### src/rtl/otter_lsu_if.sv
// CPU-side request/response and data-port-2 memory signals of the OTTER load/store unit.
interface otter_lsu_if;
  logic        LSU_REQ;
  logic        LSU_WE;
  logic [31:0] LSU_ADDR;
  logic [31:0] LSU_WDATA;
  logic [1:0]  LSU_SIZE;
  logic        LSU_SIGN;
  logic        LSU_BUSY;
  logic        LSU_DONE;
  logic [31:0] LSU_RDATA;
  logic        LSU_ERR;
  logic [31:0] MEM_ADDR2;
  logic [31:0] MEM_DIN2;
  logic        MEM_WRITE2;
  logic        MEM_READ2;
  logic [1:0]  MEM_SIZE;
  logic        MEM_SIGN;
  logic [31:0] MEM_DOUT2;

  modport slave (
    input  LSU_REQ, LSU_WE, LSU_ADDR, LSU_WDATA, LSU_SIZE, LSU_SIGN, MEM_DOUT2,
    output LSU_BUSY, LSU_DONE, LSU_RDATA, LSU_ERR,
           MEM_ADDR2, MEM_DIN2, MEM_WRITE2, MEM_READ2, MEM_SIZE, MEM_SIGN
  );

  modport master (
    output LSU_REQ, LSU_WE, LSU_ADDR, LSU_WDATA, LSU_SIZE, LSU_SIGN, MEM_DOUT2,
    input  LSU_BUSY, LSU_DONE, LSU_RDATA, LSU_ERR,
           MEM_ADDR2, MEM_DIN2, MEM_WRITE2, MEM_READ2, MEM_SIZE, MEM_SIGN
  );
endinterface

### src/rtl/otter_lsu.sv
// OTTER load/store unit: breaks any load/store into word-aligned full-word memory
// accesses, doing read-modify-write for sub-word and misaligned stores.
module otter_lsu #(
  parameter int unsigned MEM_BYTES = 65536,
  parameter logic [31:0] IO_BASE   = 32'h1100_0000
) (
  input logic        CLK,
  input logic        RST_N,
  otter_lsu_if.slave bus
);

  typedef enum logic [2:0] {
    IDLE   = 3'd0,
    RD_LO  = 3'd1,
    RD_HI  = 3'd2,
    RD_END = 3'd3,
    WR_LO  = 3'd4,
    WR_HI  = 3'd5,
    RESP   = 3'd6
  } state_t;

  typedef struct packed {
    logic        we;
    logic [31:0] addr;
    logic [31:0] wdata;
    logic [1:0]  size;
    logic        sign;
  } req_t;

  state_t      state_q, state_d;
  req_t        req_q, req_d;
  logic [31:0] lo_buf_q, lo_buf_d, hi_buf_q, hi_buf_d;
  logic        err_q, err_d;
  logic        accept;

  logic [1:0]  off;
  logic [2:0]  nb;
  logic [4:0]  sh;
  logic [31:0] lo_addr, hi_addr;
  logic        io, span, bad;

  logic [63:0] old_w, shifted, mask_base, mask, data_w, merged;
  logic [31:0] slice, load_val;

  logic        busy_n, done_n, err_n, rd_n, wr_n;
  logic [31:0] rdata_n, addr_n, din_n;

  assign accept = (state_q == IDLE) && bus.LSU_REQ;

  // Request fields as they will be after this edge; decode runs off these so the
  // accept cycle can already choose its first memory access.
  always_comb begin
    req_d = req_q;
    if (accept) begin
      req_d.we    = bus.LSU_WE;
      req_d.addr  = bus.LSU_ADDR;
      req_d.wdata = bus.LSU_WDATA;
      req_d.size  = bus.LSU_SIZE;
      req_d.sign  = bus.LSU_SIGN;
    end
  end

  always_comb begin
    case (req_d.size)
      2'd0:    nb = 3'd1;
      2'd1:    nb = 3'd2;
      default: nb = 3'd4;
    endcase
  end

  assign off     = req_d.addr[1:0];
  assign sh      = {off, 3'b000};
  assign lo_addr = {req_d.addr[31:2], 2'b00};
  assign hi_addr = lo_addr + 32'd4;
  assign io      = (req_d.addr >= IO_BASE);
  assign span    = !io && ((3'(off) + nb) > 3'd4);
  assign bad     = (req_d.size == 2'd3) ||
                   (!io && ((span ? hi_addr : lo_addr) >= 32'(MEM_BYTES)));

  // State and working registers
  always_ff @(posedge CLK or negedge RST_N) begin
    if (!RST_N) begin
      state_q  <= IDLE;
      req_q    <= '0;
      lo_buf_q <= '0;
      hi_buf_q <= '0;
      err_q    <= 1'b0;
    end else begin
      state_q  <= state_d;
      req_q    <= req_d;
      lo_buf_q <= lo_buf_d;
      hi_buf_q <= hi_buf_d;
      err_q    <= err_d;
    end
  end

  // Next state and buffer capture
  always_comb begin
    state_d  = state_q;
    lo_buf_d = lo_buf_q;
    hi_buf_d = hi_buf_q;
    err_d    = err_q;
    case (state_q)
      IDLE: begin
        if (accept) begin
          err_d = bad;
          if (bad)
            state_d = RESP;
          else if (req_d.we && (io || (req_d.size == 2'd2 && off == 2'd0)))
            state_d = WR_LO;
          else
            state_d = RD_LO;
        end
      end
      RD_LO:  state_d = span ? RD_HI : RD_END;
      RD_HI: begin
        lo_buf_d = bus.MEM_DOUT2;
        state_d  = RD_END;
      end
      RD_END: begin
        if (span) hi_buf_d = bus.MEM_DOUT2;
        else      lo_buf_d = bus.MEM_DOUT2;
        state_d = req_d.we ? WR_LO : RESP;
      end
      WR_LO:   state_d = span ? WR_HI : RESP;
      WR_HI:   state_d = RESP;
      RESP:    state_d = IDLE;
      default: state_d = IDLE;
    endcase
  end

  // Little-endian slice/extend for loads and byte-lane merge for stores
  assign old_w   = {hi_buf_d, lo_buf_d};
  assign shifted = old_w >> sh;

  always_comb begin
    case (req_d.size)
      2'd0:    slice = req_d.sign ? {24'd0, shifted[7:0]}  : {{24{shifted[7]}},  shifted[7:0]};
      2'd1:    slice = req_d.sign ? {16'd0, shifted[15:0]} : {{16{shifted[15]}}, shifted[15:0]};
      default: slice = shifted[31:0];
    endcase
    case (req_d.size)
      2'd0:    mask_base = 64'h0000_0000_0000_00FF;
      2'd1:    mask_base = 64'h0000_0000_0000_FFFF;
      default: mask_base = 64'h0000_0000_FFFF_FFFF;
    endcase
  end

  assign load_val = io ? bus.MEM_DOUT2 : slice;
  assign mask     = mask_base << sh;
  assign data_w   = {32'd0, req_d.wdata} << sh;
  assign merged   = (old_w & ~mask) | (data_w & mask);

  // Output values for the state being entered
  always_comb begin
    busy_n  = (state_d != IDLE);
    done_n  = (state_d == RESP);
    err_n   = (state_d == RESP) && err_d;
    rdata_n = bus.LSU_RDATA;
    rd_n    = 1'b0;
    wr_n    = 1'b0;
    addr_n  = 32'd0;
    din_n   = 32'd0;
    if (state_q == RD_END && state_d == RESP)
      rdata_n = load_val;
    case (state_d)
      RD_LO: begin
        rd_n   = 1'b1;
        addr_n = io ? req_d.addr : lo_addr;
      end
      RD_HI: begin
        rd_n   = 1'b1;
        addr_n = hi_addr;
      end
      RD_END: addr_n = bus.MEM_ADDR2;
      WR_LO: begin
        wr_n   = 1'b1;
        addr_n = io ? req_d.addr : lo_addr;
        din_n  = io ? req_d.wdata : merged[31:0];
      end
      WR_HI: begin
        wr_n   = 1'b1;
        addr_n = hi_addr;
        din_n  = merged[63:32];
      end
      default: ;
    endcase
  end

  always_ff @(posedge CLK or negedge RST_N) begin
    if (!RST_N) begin
      bus.LSU_BUSY   <= 1'b0;
      bus.LSU_DONE   <= 1'b0;
      bus.LSU_ERR    <= 1'b0;
      bus.LSU_RDATA  <= 32'd0;
      bus.MEM_READ2  <= 1'b0;
      bus.MEM_WRITE2 <= 1'b0;
      bus.MEM_ADDR2  <= 32'd0;
      bus.MEM_DIN2   <= 32'd0;
    end else begin
      bus.LSU_BUSY   <= busy_n;
      bus.LSU_DONE   <= done_n;
      bus.LSU_ERR    <= err_n;
      bus.LSU_RDATA  <= rdata_n;
      bus.MEM_READ2  <= rd_n;
      bus.MEM_WRITE2 <= wr_n;
      bus.MEM_ADDR2  <= addr_n;
      bus.MEM_DIN2   <= din_n;
    end
  end

  assign bus.MEM_SIZE = 2'd2;
  assign bus.MEM_SIGN = 1'b0;

endmodule

### src/flat_wrapper.sv
// flat-port wrapper written by rule: the top's interface ports become plain ports
module otter_lsu_flat 
#(
  parameter int unsigned MEM_BYTES = 65536,
  parameter logic [31:0] IO_BASE   = 32'h1100_0000
)
  (CLK, RST_N, bus_LSU_REQ, bus_LSU_WE, bus_LSU_ADDR, bus_LSU_WDATA, bus_LSU_SIZE, bus_LSU_SIGN, bus_MEM_DOUT2, bus_LSU_BUSY, bus_LSU_DONE, bus_LSU_RDATA, bus_LSU_ERR, bus_MEM_ADDR2, bus_MEM_DIN2, bus_MEM_WRITE2, bus_MEM_READ2, bus_MEM_SIZE, bus_MEM_SIGN);
  otter_lsu_if bus_i ();
  input logic CLK;
  input logic RST_N;
  input wire logic [$bits(bus_i.LSU_REQ)-1:0] bus_LSU_REQ;
  input wire logic [$bits(bus_i.LSU_WE)-1:0] bus_LSU_WE;
  input wire logic [$bits(bus_i.LSU_ADDR)-1:0] bus_LSU_ADDR;
  input wire logic [$bits(bus_i.LSU_WDATA)-1:0] bus_LSU_WDATA;
  input wire logic [$bits(bus_i.LSU_SIZE)-1:0] bus_LSU_SIZE;
  input wire logic [$bits(bus_i.LSU_SIGN)-1:0] bus_LSU_SIGN;
  input wire logic [$bits(bus_i.MEM_DOUT2)-1:0] bus_MEM_DOUT2;
  output wire logic [$bits(bus_i.LSU_BUSY)-1:0] bus_LSU_BUSY;
  output wire logic [$bits(bus_i.LSU_DONE)-1:0] bus_LSU_DONE;
  output wire logic [$bits(bus_i.LSU_RDATA)-1:0] bus_LSU_RDATA;
  output wire logic [$bits(bus_i.LSU_ERR)-1:0] bus_LSU_ERR;
  output wire logic [$bits(bus_i.MEM_ADDR2)-1:0] bus_MEM_ADDR2;
  output wire logic [$bits(bus_i.MEM_DIN2)-1:0] bus_MEM_DIN2;
  output wire logic [$bits(bus_i.MEM_WRITE2)-1:0] bus_MEM_WRITE2;
  output wire logic [$bits(bus_i.MEM_READ2)-1:0] bus_MEM_READ2;
  output wire logic [$bits(bus_i.MEM_SIZE)-1:0] bus_MEM_SIZE;
  output wire logic [$bits(bus_i.MEM_SIGN)-1:0] bus_MEM_SIGN;
  assign bus_i.LSU_REQ = bus_LSU_REQ;
  assign bus_i.LSU_WE = bus_LSU_WE;
  assign bus_i.LSU_ADDR = bus_LSU_ADDR;
  assign bus_i.LSU_WDATA = bus_LSU_WDATA;
  assign bus_i.LSU_SIZE = bus_LSU_SIZE;
  assign bus_i.LSU_SIGN = bus_LSU_SIGN;
  assign bus_i.MEM_DOUT2 = bus_MEM_DOUT2;
  assign bus_LSU_BUSY = bus_i.LSU_BUSY;
  assign bus_LSU_DONE = bus_i.LSU_DONE;
  assign bus_LSU_RDATA = bus_i.LSU_RDATA;
  assign bus_LSU_ERR = bus_i.LSU_ERR;
  assign bus_MEM_ADDR2 = bus_i.MEM_ADDR2;
  assign bus_MEM_DIN2 = bus_i.MEM_DIN2;
  assign bus_MEM_WRITE2 = bus_i.MEM_WRITE2;
  assign bus_MEM_READ2 = bus_i.MEM_READ2;
  assign bus_MEM_SIZE = bus_i.MEM_SIZE;
  assign bus_MEM_SIGN = bus_i.MEM_SIGN;
  otter_lsu #(.MEM_BYTES(MEM_BYTES), .IO_BASE(IO_BASE)) u_core (.CLK(CLK), .RST_N(RST_N), .bus(bus_i));
endmodule
### config.mk
export PLATFORM = sky130hd
export DESIGN_NAME = otter_lsu_flat
export DESIGN_NICKNAME = d
export VERILOG_FILES = /design/src/rtl/otter_lsu_if.sv /design/src/rtl/otter_lsu.sv /design/src/flat_wrapper.sv
export SDC_FILE = /design/constraint.sdc
export NUM_CORES = 1
export LEC_CHECK = 0
export CAP_MARGIN = 5
export CORE_MARGIN = 2
export CORE_UTILIZATION = 27
export DETAILED_ROUTE_END_ITERATION = 16
export SLEW_MARGIN = 5
export SYNTH_ARGS = -nofsm -noshare
export SYNTH_HDL_FRONTEND = slang
export SYNTH_SLANG_ARGS = --single-unit
### constraint.sdc
create_clock -name CLK -period 7.6 [get_ports CLK]
set_input_delay 1.9 -clock CLK [delete_from_list [all_inputs] [get_ports CLK]]
set_output_delay 1.9 -clock CLK [all_outputs]
set_load 0.01 [all_outputs]
==> results of run 1 <==
## power by group
part	total (mW)	switching, mW	internal (mW)	leakage, nW
combinational	4.83	3.04	1.79	4.09
sequential	2.20	0.361	1.84	2.99
clock	1.32	0.570	0.754	0.432
total	8.35	3.97	4.38	7.52
## final cells by class
class                      count  area share
antenna                        1    0.000147
clock buffer                  41      0.0463
clock inverter                 8     0.00544
inverter                      96      0.0212
multi-input combinational   1011       0.392
sequential                   237       0.348
tap                          664      0.0488
timing repair buffer         242       0.138
## cells in the mapped netlist, types with 6 or more instances
cell         n  area share
mux2i_1    116       0.087
a211o_1      9      0.0059
nor4_1       7      0.0033
o211ai_1    21       0.012
inv_1       94       0.026
nand2_1    193       0.054
and2_1      10      0.0047
o31a_1       8      0.0052
a221oi_1     6      0.0039
nand4_1     29       0.014
a21oi_1     93       0.035
mux2_2      21       0.018
a211oi_1    32       0.018
nand3_1     22      0.0082
a31oi_1     10      0.0047
o21a_1      12      0.0067
mux4_2       7       0.012
o31ai_1     10      0.0056
nor2_1      71       0.020
dfrtp_1    237        0.44
clkbuf_1    67       0.019
xnor2_1     16       0.010
and3_1       9      0.0042
o21ai_0     99       0.037
buf_1       12      0.0034
o21ai_1      8      0.0030
nor3_1      26      0.0097
o32ai_1     14      0.0092
a22oi_1     17      0.0095
a21o_1      12      0.0067
buf_2       15      0.0056
buf_6        7      0.0059
o22ai_1     35       0.016
o2bb2ai_1    9      0.0059
## worst min-delay path by stage
| stage | end | slack, ns | cells after the start |
|---|---|---|---|
| 2_1_floorplan | u_core.lo_buf_q[0]$_DFF_PN0_ | 0.46 | 2 |
| 6_report | u_core.bus.LSU_RDATA[6]$_DFFE_PN0P_ | 0.48 | 1 |
| 3_5_place_dp | u_core.bus.LSU_RDATA[6]$_DFFE_PN0P_ | 0.47 | 1 |
| 4_1_cts | u_core.bus.MEM_ADDR2[0]$_DFFE_PN0P_ | 0.48 | 2 |
| 5_1_grt | u_core.bus.LSU_RDATA[5]$_DFFE_PN0P_ | 0.50 | 1 |
| 3_3_place_gp | u_core.bus.LSU_RDATA[1]$_DFFE_PN0P_ | 0.47 | 1 |
## critical path, stage by stage
cell and delay (ns):
clkdlybuf4s50_1 0.48, or4b_4 0.52, mux2i_1 0.31, inv_1 0.13, nor2_1 0.18, ha_1 0.18
inv_1 0.05, fa_1 0.41, or2_2 0.29, a221oi_1 0.40, or2_0 0.28, a31oi_4 0.16
buf_4 0.25, mux2i_1 0.16, a22oi_1 0.25, a41o_1 0.74, o32ai_1 0.20, o21ai_0 0.17
## metal layers
metal  vias to the layer above  wire length [um]
li1                       5583                 -
met1                      6237             20900
met2                       552             26500
met3                       115              3280
met4                         4              2120
met5                         -                18
## cells in the final DEF, fill, tap and decap left out, types with 14 or more instances in the layout
cell               n
a22oi_1           17
nor3_1            25
a21oi_1           91
o22ai_1           35
nand4_1           29
mux2_2            21
xnor2_1           16
dfrtp_1          237
mux2i_1          115
o21ai_0           99
buf_4             37
nand2_1          192
o32ai_1           14
clkbuf_16         27
inv_1             94
nand3_1           22
nor2_1            71
o211ai_1          21
clkdlybuf4s50_1  202
a211oi_1          32
## cells by family (layout without fill, tap and decap cells)
logic type                 after synthesis  count (layout)  synth area share
adders and majority gates                4               4           0.00430
buffers and inverters                  200             387            0.0622
xor gates and xnor gates                16              16            0.0105
AOI/OAI and AO/OA                      444             444             0.224
DFF                                    237             237             0.443
muxes                                  146             146             0.119
and+or+nand+nor                        398             398             0.137
other                                    2               4          0.000561
## stage by stage
step / instances / utilization / power, mW / hold slack (ns) / cell area, um^2
2_1_floorplan: 1448 / - / 5.12 / 0.465 / 13400
3_3_place_gp: 2250 / 0.330 / 6.92 / 0.466 / 16100
3_5_place_dp: 2250 / 0.330 / 6.98 / 0.469 / 16100
4_1_cts: 2299 / 0.348 / 8.33 / 0.484 / 17000
5_1_grt: 2299 / 0.348 / 8.90 / 0.496 / 17000
6_report: 2300 / 0.348 / 8.35 / 0.479 / 17000
## flip-flops by register name, indices dropped and copies added, names as in the netlist
name,flops
u_core.bus.MEM_ADDR2,32
u_core.lo_buf_q,32
u_core.bus.MEM_READ2,1
u_core.bus.LSU_ERR,1
u_core.bus.LSU_DONE,1
u_core.bus.LSU_RDATA,32
u_core.hi_buf_q,32
u_core.req_q,68
u_core.bus.LSU_BUSY,1
u_core.err_q,1
u_core.bus.MEM_DIN2,32
u_core.bus.MEM_WRITE2,1
u_core.state_q,3
==> reports/results.env, run 1 <==
MULTIINPUTGATEAREA_MM2=0.00667
SETUP_TOTAL_NEGATIVE_SLACK_NS=0
GLOBAL_ROUTE.OVERFLOW_TOTAL=0
TIMING.CRITICAL_PATH.FROM_TYPE='primary input'
CRITICAL_PATH.REG2REG.ENDPOINT='u_core.bus.LSU_RDATA[23]$_DFFE_PN0P_'
START_UTIL=0.273
GRT_START_MAX_NET_PINS=138
WORSTPATHREQUIRED_NS=8.07
CLOCKROOTBUFFER='clkbuf_16'
SYNTH_ENABLE_FLOP_CELLS=0
CTS_TREE='done'
HOLDCRITPATHCLASS='reg2reg'
DP_WORST_SETUP_SLACK_NS=0.411
SYNTHARSTFLOPSHARE=1.00
FINAL_LAYOUT_SIZE_SUFFIX_GT1_FRAC=0.0881
DRV_SLEW=0
GRT_MOST_USED_LAYER='met2'
DP.FINAL_HPWL_UM=38200
YOSYS_REGISTER_BITS=237
SETUP-VIOLATIONS-FINAL=0
DEEPEST_CLOCK_PATH_BUFFER_COUNT=3
CRIT_PATH_MAX_FANOUT=17
GRT.MET1_USAGE=0.253
GRT_USE_MET2=0.359
P_PER_AREA_mW_PER_MM2=490
TIMING.CRITICAL_PATH.ARRIVAL_NS=7.07
CTS_RESIZED=0
POSTSYNTHAREAPERCELL_UM2=9.25
R2R_CELLS=17
VIAS_PER_CELL=5.43
DR.FIRST_ITER.DRC_COUNT=1370
CORE_AREA_MM2=0.0490
R2R_SLACK_NS=2.11
STATUS='finished clean'
GRT_FIRST_PASS_WIRELENGTH_UM=79600
CRIT_START='bus_LSU_REQ'
GROUTE.LAYER.MET3.USAGE=0.0286
FIRST_PASS_ITERS=6
FINALCLOCKSKEW_NS=0.0437
HOLDCRITSTARTPOINT='u_core.bus.LSU_RDATA[6]$_DFFE_PN0P_'
ANT_NETS=0
DIE_W_UM=227
SYNTH_CELLS=1447
TOTAL_DIE_AREA_MM2=0.0514
CELLLEAKAGEPOWER_nW=7.52
LAYOUT.NETS=1722
POST_CTS_BUFFERS=0
R2R-START='u_core.state_q[2]$_DFF_PN0_'
PLACEMENTROWS=81
TIMING_ENDPOINT_OF_THE_CRITICAL_PATH='u_core.bus.LSU_RDATA[23]$_DFFE_PN0P_'
PLACE.GP.CONGESTION=0.911
VERT_DIE_DIM_UM=227
MIN_PERIOD_NS=6.61
AREA.GROWTH.SYNTH_TO_FINAL_PCT=27.2
CRIT_PATH_END_KIND='flip-flop'
FMAXACHIEVABLE_GHz=0.151
PLACEMENT.IO_BUFFERS=203
WIRE_PER_INST_UM=23.0
POST-ROUTE-PERIOD-UTIL=0.869
SYNTH_FLOP_CELL='dfrtp_1'
HTREE_LEVELS=1
TIGHTEST_SLEW_NS=1.16
POST-ROUTE-DRC-COUNT=0
GRT.TOTAL_USAGE=0.204
MAX_CAP_VIOL_COUNT=0
VDD.IR_DROP.WORST_uV=223
TOTALWIRELENGTH_UM=52800
SEQ_AREA_MM2=0.00593
CTS.REPORTEDPATHS.CLKPINSLEW_NS=0.06
POST_SYNTH_INSTANCE_AREA_MM2=0.0134
SYNTH-SEQ-AREA-SHARE=0.443
NUMCLOCKSINKS=237
IOS=207
POST_CTS_HOLD_BUFFER_COUNT=0
FINAL_HOLD_VIOL_COUNT=0
VIA_COUNT_OF_THE_FIRST_GLOBAL_ROUTING_PASS=12500
RELSLEWSLACK=0.226
YOSYSUNIQUECELLTYPES=82
CLOCK_INSERTION_DELAY_WORST_SKEW_NS=0.59
GRT_ANTENNA_BEFORE_REPAIR=3
GRT_SETUP_UNREPAIRED='false'
DR_TOTAL_VIAS=12500
WORST-SETUP-PATH-TYPE='in2reg'
YOSYSWARNINGCOUNT=0
FIN_WS_NS=0.993
FINAL.FILL_COUNT=5047
CTS_INSERTED_BUFFERS=27
Note: power is estimated with default switching activity, not from simulation.
==> run 2, diff against run 1 <==
Settings changed: CORE_MARGIN 2 to not set.
==> run 2 against run 1 <==
Clock skew decreased by 0.013 ns. Combinational power shrank 1%. Sequential power about the same. Register-to-register slack got worse by 0.28 ns. Wire length shrank 1.8%. Via count fell by 1.5%. Global-route usage fell by 0.17 points. Worst hold slack got worse by 0.0029 ns. Critical path type unchanged. Highest routed layer unchanged.
==> reports/results.env, run 2 (synthesized netlist as in run 1, its figures left out) <==
STATUS='finished clean'
IOS=207  # unchanged
START_UTIL=0.273  # unchanged
WORSTHOLDPATHCELLS=2  # +1
SETUP-VIOLATIONS-FINAL=0  # unchanged
CLOCKROOTBUFFER='clkbuf_16'
PLACEMENTROWS=81  # unchanged
FINAL_LAYOUT_SIZE_SUFFIX_GT1_FRAC=0.0893  # +0.00122
R2R_SLACK_NS=1.83  # -0.28 ns
GLOBAL_ROUTE.OVERFLOW_TOTAL=0  # unchanged
GRT_ANTENNA_BEFORE_REPAIR=2  # -1
FINAL_HOLD_VIOL_COUNT=0  # unchanged
PLACEMENT.IO_BUFFERS=203  # unchanged
HTREE_LEVELS=1  # unchanged
CRIT_PATH_END_KIND='flip-flop'
GRT.TOTAL_USAGE=0.202  # -0.00171
TIMING.CRITICAL_PATH.FROM_TYPE='primary input'
VIA_COUNT_OF_THE_FIRST_GLOBAL_ROUTING_PASS=12600  # +0.91%
FINALCLOCKSKEW_NS=0.0307  # -0.0130 ns
GRT_FIRST_PASS_WIRELENGTH_UM=77500  # -2.6%
POST-ROUTE-DRC-COUNT=0  # unchanged
MOST-COMMON-LAYOUT-CELLS='dfrtp_1 (237), clkdlybuf4s50_1 (202), nand2_1 (192)'
MULTIINPUTGATEAREA_MM2=0.00667  # about the same
GRT_SETUP_UNREPAIRED='false'
DR.FIRST_ITER.DRC_COUNT=1131  # -17%
DPL-INSTANCE-AREA_MM2=0.0161  # -0.18%
CORE_AREA_MM2=0.0490  # unchanged
SEQ_AREA_MM2=0.00593  # unchanged
RELSLEWSLACK=0.193  # -0.0332
CTS.REPORTEDPATHS.CLKPINSLEW_NS=0.07  # about the same
PLACE.GP.CONGESTION=0.904  # -0.76%
HOLDCRITPATHCLASS='reg2reg'
PLACE_INST=2250  # unchanged
CTS_TREE='done'
CLOCK_INSERTION_DELAY_WORST_SKEW_NS=0.59  # about the same
TOTAL_DIE_AREA_MM2=0.0505  # -1.8%
POSTLAYOUTCELLAREA_MM2=0.0170  # about the same
TOTALWIRELENGTH_UM=51800  # -1.8%
DEEPEST_CLOCK_PATH_BUFFER_COUNT=3  # unchanged
MOSTFREQUENTLAYOUTCELL='dfrtp_1'
R2R_CELLS=16  # -1
WORSTPATHREQUIRED_NS=8.05  # -0.02 ns
VIAS_PER_CELL=5.35  # -1.5%
FMAXACHIEVABLE_GHz=0.144  # -4.7%
POST_LAYOUT_NONFILLER_INSTANCES=2300  # unchanged
HOLDCRITSTARTPOINT='u_core.bus.LSU_RDATA[23]$_DFFE_PN0P_'
NUMCLOCKSINKS=237  # unchanged
CTS_RESIZED=0  # unchanged
P_PER_AREA_mW_PER_MM2=487  # -0.66%
LARGEST_REGISTER_FF_COUNT=68  # unchanged
FINAL.FILL_COUNT=4949  # -1.9%
DRV_SLEW=0  # unchanged
R2R-START='u_core.state_q[2]$_DFF_PN0_'
TIMING.HOLD.WORST_ENDPOINT='u_core.bus.LSU_RDATA[23]$_DFFE_PN0P_'
CELLLEAKAGEPOWER_nW=7.52  # +0.10%
POST_CTS_BUFFERS=0  # unchanged
WORST-SETUP-PATH-TYPE='in2reg'
REGMOSTFLOPS='u_core.req_q'
GRT_START_MAX_NET_PINS=116  # -16%
VERT_DIE_DIM_UM=225  # -0.88%
LAYOUT.NETS=1722  # unchanged
LAYOUT.CORE_UTILIZATION=0.348  # about the same
WIRE_PER_INST_UM=22.5  # -1.8%
VDD.IR_DROP.WORST_uV=344  # +54%
ANT_NETS=0  # unchanged
CRITICAL_PATH.REG2REG.ENDPOINT='u_core.bus.LSU_RDATA[20]$_DFFE_PN0P_'
DIE_W_UM=225  # -0.88%
SETUP_TOTAL_NEGATIVE_SLACK_NS=0  # unchanged
CTS_INSERTED_BUFFERS=27  # unchanged
AREA.GROWTH.SYNTH_TO_FINAL_PCT=27.1  # about the same
TIMING.CRITICAL_PATH.ARRIVAL_NS=7.39  # +0.32 ns
CRIT_PATH_MAX_FANOUT=17  # unchanged
TIGHTEST_SLEW_NS=1.21  # +0.0498 ns
WORST_HOLD_SLACK_NS=0.476  # -0.00289 ns
MAX_CAP_VIOL_COUNT=0  # unchanged
POST_CTS_HOLD_BUFFER_COUNT=0  # unchanged
MIN_PERIOD_NS=6.93  # +0.324 ns
FIRST_PASS_ITERS=5  # -1
DP.FINAL_HPWL_UM=37100  # -2.9%
POST-ROUTE-PERIOD-UTIL=0.912  # +0.0426
DR_TOTAL_VIAS=12300  # -1.5%
==> run 2: cell type report <==
type,count,area share
clock inverters,9,0.00559
flip-flops and latches,237,0.348
well taps,664,0.0488
inverters,96,0.0212
diodes,1,0.000147
repair buffers,242,0.137
multi-input cells,1011,0.392
clock buffers,40,0.0473
==> run 2: per-layer routing <==
| metal | GRT usage | share of wire |
|---|---|---|
| met1 | 0.246 | 0.40 |
| met2 | 0.363 | 0.50 |
| met3 | 0.0286 | 0.055 |
| met4 | 0.0726 | 0.040 |
| met5 | 0 | 0.00025 |
==> run 2: critical path, cell delays in order <==
cell             delay [ns]
clkdlybuf4s50_1        0.51
or4b_4                 0.59
mux2i_1                0.34
inv_1                  0.13
nor2_1                 0.17
ha_1                   0.16
inv_1                  0.05
fa_1                   0.41
or2_2                  0.29
a221oi_1               0.41
or2_0                  0.28
a31oi_4                0.17
mux2_2                 0.39
o22a_1                 0.25
a41o_1                 0.54
o32ai_1                0.64
o21ai_0                0.14
==> run 2: per-stage QoR <==
step | power [mW] | setup WS [ns]
6_report | 8.29 | 0.669
2_1_floorplan | 5.12 | 0.593
4_1_cts | 8.29 | 0.772
5_1_grt | 8.84 | 0.470
3_3_place_gp | 6.85 | 0.370
3_5_place_dp | 6.91 | 0.157
==> run 2: power breakdown <==
part / switching [mW] / internal (mW) / total (mW) / leakage (nW)
Combinational: 2.98 / 1.77 / 4.76 / 4.09
Clock: 0.574 / 0.769 / 1.34 / 0.445
Sequential: 0.355 / 1.84 / 2.19 / 2.99
Total: 3.91 / 4.38 / 8.29 / 7.52
==> run 2: worst max-delay path by stage <==
stage                      from                                    to
global placement    bus_LSU_REQ  u_core.bus.LSU_RDATA[20]$_DFFE_PN0P_
global route        bus_LSU_REQ  u_core.bus.MEM_ADDR2[25]$_DFFE_PN0P_
finish              bus_LSU_REQ  u_core.bus.LSU_RDATA[20]$_DFFE_PN0P_
CTS                 bus_LSU_REQ  u_core.bus.LSU_RDATA[20]$_DFFE_PN0P_
detailed placement  bus_LSU_REQ  u_core.bus.LSU_RDATA[20]$_DFFE_PN0P_
floorplan           bus_LSU_REQ  u_core.bus.LSU_RDATA[27]$_DFFE_PN0P_
==> run 3, diff against run 2 <==
Settings changed: CAP_MARGIN 5 to 25, PLACE_DENSITY set to 0.5.
==> run 3 against run 2 <==
Fmax increased by 3.9%. Critical path depth unchanged. Clock power increased by 10%. Clock skew decreased by 0.0054 ns.
==> reports/results.env, run 3 (synthesized netlist as in run 1, its figures left out) <==
STATUS='finished clean'
GRT_FIRST_PASS_WIRELENGTH_UM=79300  # +2.3%
WORST_HOLD_SLACK_NS=0.483  # +0.00622 ns
PLACEMENT.IO_BUFFERS=203  # unchanged
SETUP-VIOLATIONS-FINAL=0  # unchanged
CRITICAL-PATH-MAX-STAGE-DELAY_NS=0.57  # -0.07 ns
TIMING.CRITICAL_PATH.FROM_TYPE='primary input'
CLOCK_INSERTION_DELAY_WORST_SKEW_NS=0.58  # about the same
DR_TOTAL_VIAS=12300  # -0.32%
DR.FIRST_ITER.DRC_COUNT=985  # -13%
SETUP_TOTAL_NEGATIVE_SLACK_NS=0  # unchanged
GRT.TOTAL_USAGE=0.208  # +0.00580
POST_CTS_HOLD_BUFFER_COUNT=0  # unchanged
CRITICAL_PATH.MOST_COMMON_CELL='nor2_1'
CRIT_PATH_CELL_TRACE='clkdlybuf4s50_1 > or4b_4 > mux2i_2 > inv_1 > nor2_1 > ha_1 > inv_1 > fa_1 > or2_2 > a221oi_1 > nor2_1 > nor2_1 > o211ai_1 > o41ai_4 > a41o_2 > nand2_4 > o22ai_1'
FINAL_LAYOUT_SIZE_SUFFIX_GT1_FRAC=0.0926  # +0.00333
MAX_CAP_VIOL_COUNT=0  # unchanged
LAYOUT.CORE_UTILIZATION=0.351  # +0.00309
TOTAL_DIE_AREA_MM2=0.0505  # unchanged
FIRST_PASS_ITERS=8  # +3
FIN_WS_NS=0.929  # +0.260 ns
DRV_SLEW=0  # unchanged
POST-ROUTE-PERIOD-UTIL=0.878  # -0.0342
CRITICAL_PATH_BUFFERS_AND_INVERTERS=3  # unchanged
GRT_START_MAX_NET_PINS=141  # +22%
AREA.GROWTH.SYNTH_TO_FINAL_PCT=28.3
NUMCLOCKSINKS=237  # unchanged
CELLLEAKAGEPOWER_nW=7.60  # +1.0%
PLACEMENTROWS=81  # unchanged
WORST-SETUP-PATH-TYPE='in2reg'
VIAS_PER_CELL=5.32  # -0.53%
CRIT_PATH_END_KIND='flip-flop'
POST_LAYOUT_NONFILLER_INSTANCES=2305  # +0.22%
GRT_SETUP_UNREPAIRED='false'
LARGEST_REGISTER_FF_COUNT=68  # unchanged
FINAL.FILL_COUNT=5049  # +2.0%
MIN_PERIOD_NS=6.67  # -0.260 ns
PATH_DELAY_FAMILY='compound AO/OA/AOI/OAI gates'
CTS.REPORTEDPATHS.CLKPINSLEW_NS=0.06  # about the same
VIA_COUNT_OF_THE_FIRST_GLOBAL_ROUTING_PASS=12500  # -1.0%
GRT_ANTENNA_BEFORE_REPAIR=0  # -2
DIE_W_UM=225  # unchanged
WORSTPATHREQUIRED_NS=8.04  # about the same
MOST-COMMON-LAYOUT-CELLS='dfrtp_1 (237), clkdlybuf4s50_1 (202), nand2_1 (192)'
GLOBAL_ROUTE.OVERFLOW_TOTAL=0  # unchanged
FMAXACHIEVABLE_GHz=0.150  # +3.9%
ANT_NETS=0  # unchanged
DEEPEST_CLOCK_PATH_BUFFER_COUNT=3  # unchanged
DP_WORST_SETUP_SLACK_NS=0.353  # +0.196 ns
WIRE_PER_INST_UM=22.8  # +1.3%
SEQ_AREA_MM2=0.00593  # unchanged
VERT_DIE_DIM_UM=225  # unchanged
CTS_RESIZED=0  # unchanged
N_ANTENNA_CELL=0  # -1
IOS=207  # unchanged
HOLDCRITPATHCLASS='reg2reg'
FINAL_HOLD_VIOL_COUNT=0  # unchanged
MOSTFREQUENTLAYOUTCELL='dfrtp_1'
RELSLEWSLACK=0.328  # +0.135
HTREE_LEVELS=1  # unchanged
START_UTIL=0.273  # unchanged
POST_CTS_BUFFERS=0  # unchanged
P_PER_AREA_mW_PER_MM2=492  # +1.1%
VDD.IR_DROP.WORST_uV=206  # -40%
CRIT_PATH_MAX_FANOUT=33  # +16
MULTIINPUTGATEAREA_MM2=0.00667  # about the same
WORST_PATH_SLOWEST_CELL='or4b_4'
CTS_INSERTED_BUFFERS=30  # +11%
TIGHTEST_SLEW_NS=1.00  # -0.206 ns
REGMOSTFLOPS='u_core.req_q'
CLOCKROOTBUFFER='clkbuf_16'
PLACE_INST=2248  # -0.089%
TOTALWIRELENGTH_UM=52600  # +1.5%
FINALCLOCKSKEW_NS=0.0253  # -0.00536 ns
TIMING.CRITICAL_PATH.ARRIVAL_NS=7.11  # -0.28 ns
CORE_AREA_MM2=0.0490  # unchanged
POST-ROUTE-DRC-COUNT=0  # unchanged
DP.FINAL_HPWL_UM=37800  # +2.0%
PLACE.GP.CONGESTION=0.895  # -1.0%
CTS_TREE='done'
LAYOUT.NETS=1724  # +0.12%
## run 3: layout make-up
type,count,area share
Clock buffer,44,0.0515
Timing Repair Buffer,241,0.137
Tap cell,664,0.0484
Clock inverter,12,0.00809
Multi-Input combinational cell,1011,0.388
Sequential cell,237,0.345
Inverter,96,0.0210
## run 3: worst reg2reg max path: stages (launching register included)
cell	delay, ns
dfrtp_1	0.57
or4b_4	0.72
mux2i_2	0.26
inv_1	0.09
nor2_1	0.14
ha_1	0.17
inv_1	0.05
fa_1	0.41
or2_2	0.29
a221oi_1	0.43
nor2_1	0.14
nor2_1	0.28
o211ai_1	0.23
o41ai_4	0.56
a41o_2	0.39
nand2_4	0.29
o22ai_1	0.43
## run 3: layer usage
layer  GRT usage  share of wire  vias to the layer above
li1            -              -                     5597
met1       0.258           0.41                     6115
met2       0.365           0.50                      439
met3      0.0221          0.044                      108
met4      0.0922          0.047                        0
met5           0              0                        -
## run 3: power by group
part / total, mW / internal (mW) / switching [mW]
logic: 4.78 / 1.77 / 3.01
registers: 2.20 / 1.84 / 0.363
clock network: 1.48 / 0.903 / 0.572
total: 8.45 / 4.51 / 3.94
## run 3: per-stage QoR
step | power [mW] | area [um^2]
finish | 8.45 | 17200
global placement | 6.94 | 16100
CTS | 8.49 | 17100
detailed placement | 6.97 | 16100
floorplan | 5.12 | 13400
global route | 9.02 | 17200
## run 3: path summary, 6_finish.rpt
| kind | start | end | slack [ns] | depth (start not counted) |
|---|---|---|---|---|
| setup / recovery | bus_LSU_REQ | u_core.bus.MEM_DIN2[7]$_DFF_PN0_ | 0.93 | 17 |
| hold / removal | u_core.bus.MEM_ADDR2[0]$_DFFE_PN0P_ | u_core.bus.MEM_ADDR2[0]$_DFFE_PN0P_ | 0.48 | 2 |
| setup reg to reg | u_core.state_q[2]$_DFF_PN0_ | u_core.bus.MEM_DIN2[7]$_DFF_PN0_ | 2.04 | 16 |
| hold reg to reg | u_core.bus.MEM_ADDR2[0]$_DFFE_PN0P_ | u_core.bus.MEM_ADDR2[0]$_DFFE_PN0P_ | 0.48 | 2 |
| max in group asynchronous | RST_N | u_core.lo_buf_q[21]$_DFF_PN0_ | 5.01 | 2 |
| min in group asynchronous | RST_N | u_core.req_q[54]$_DFF_PN0_ | 1.31 | 1 |
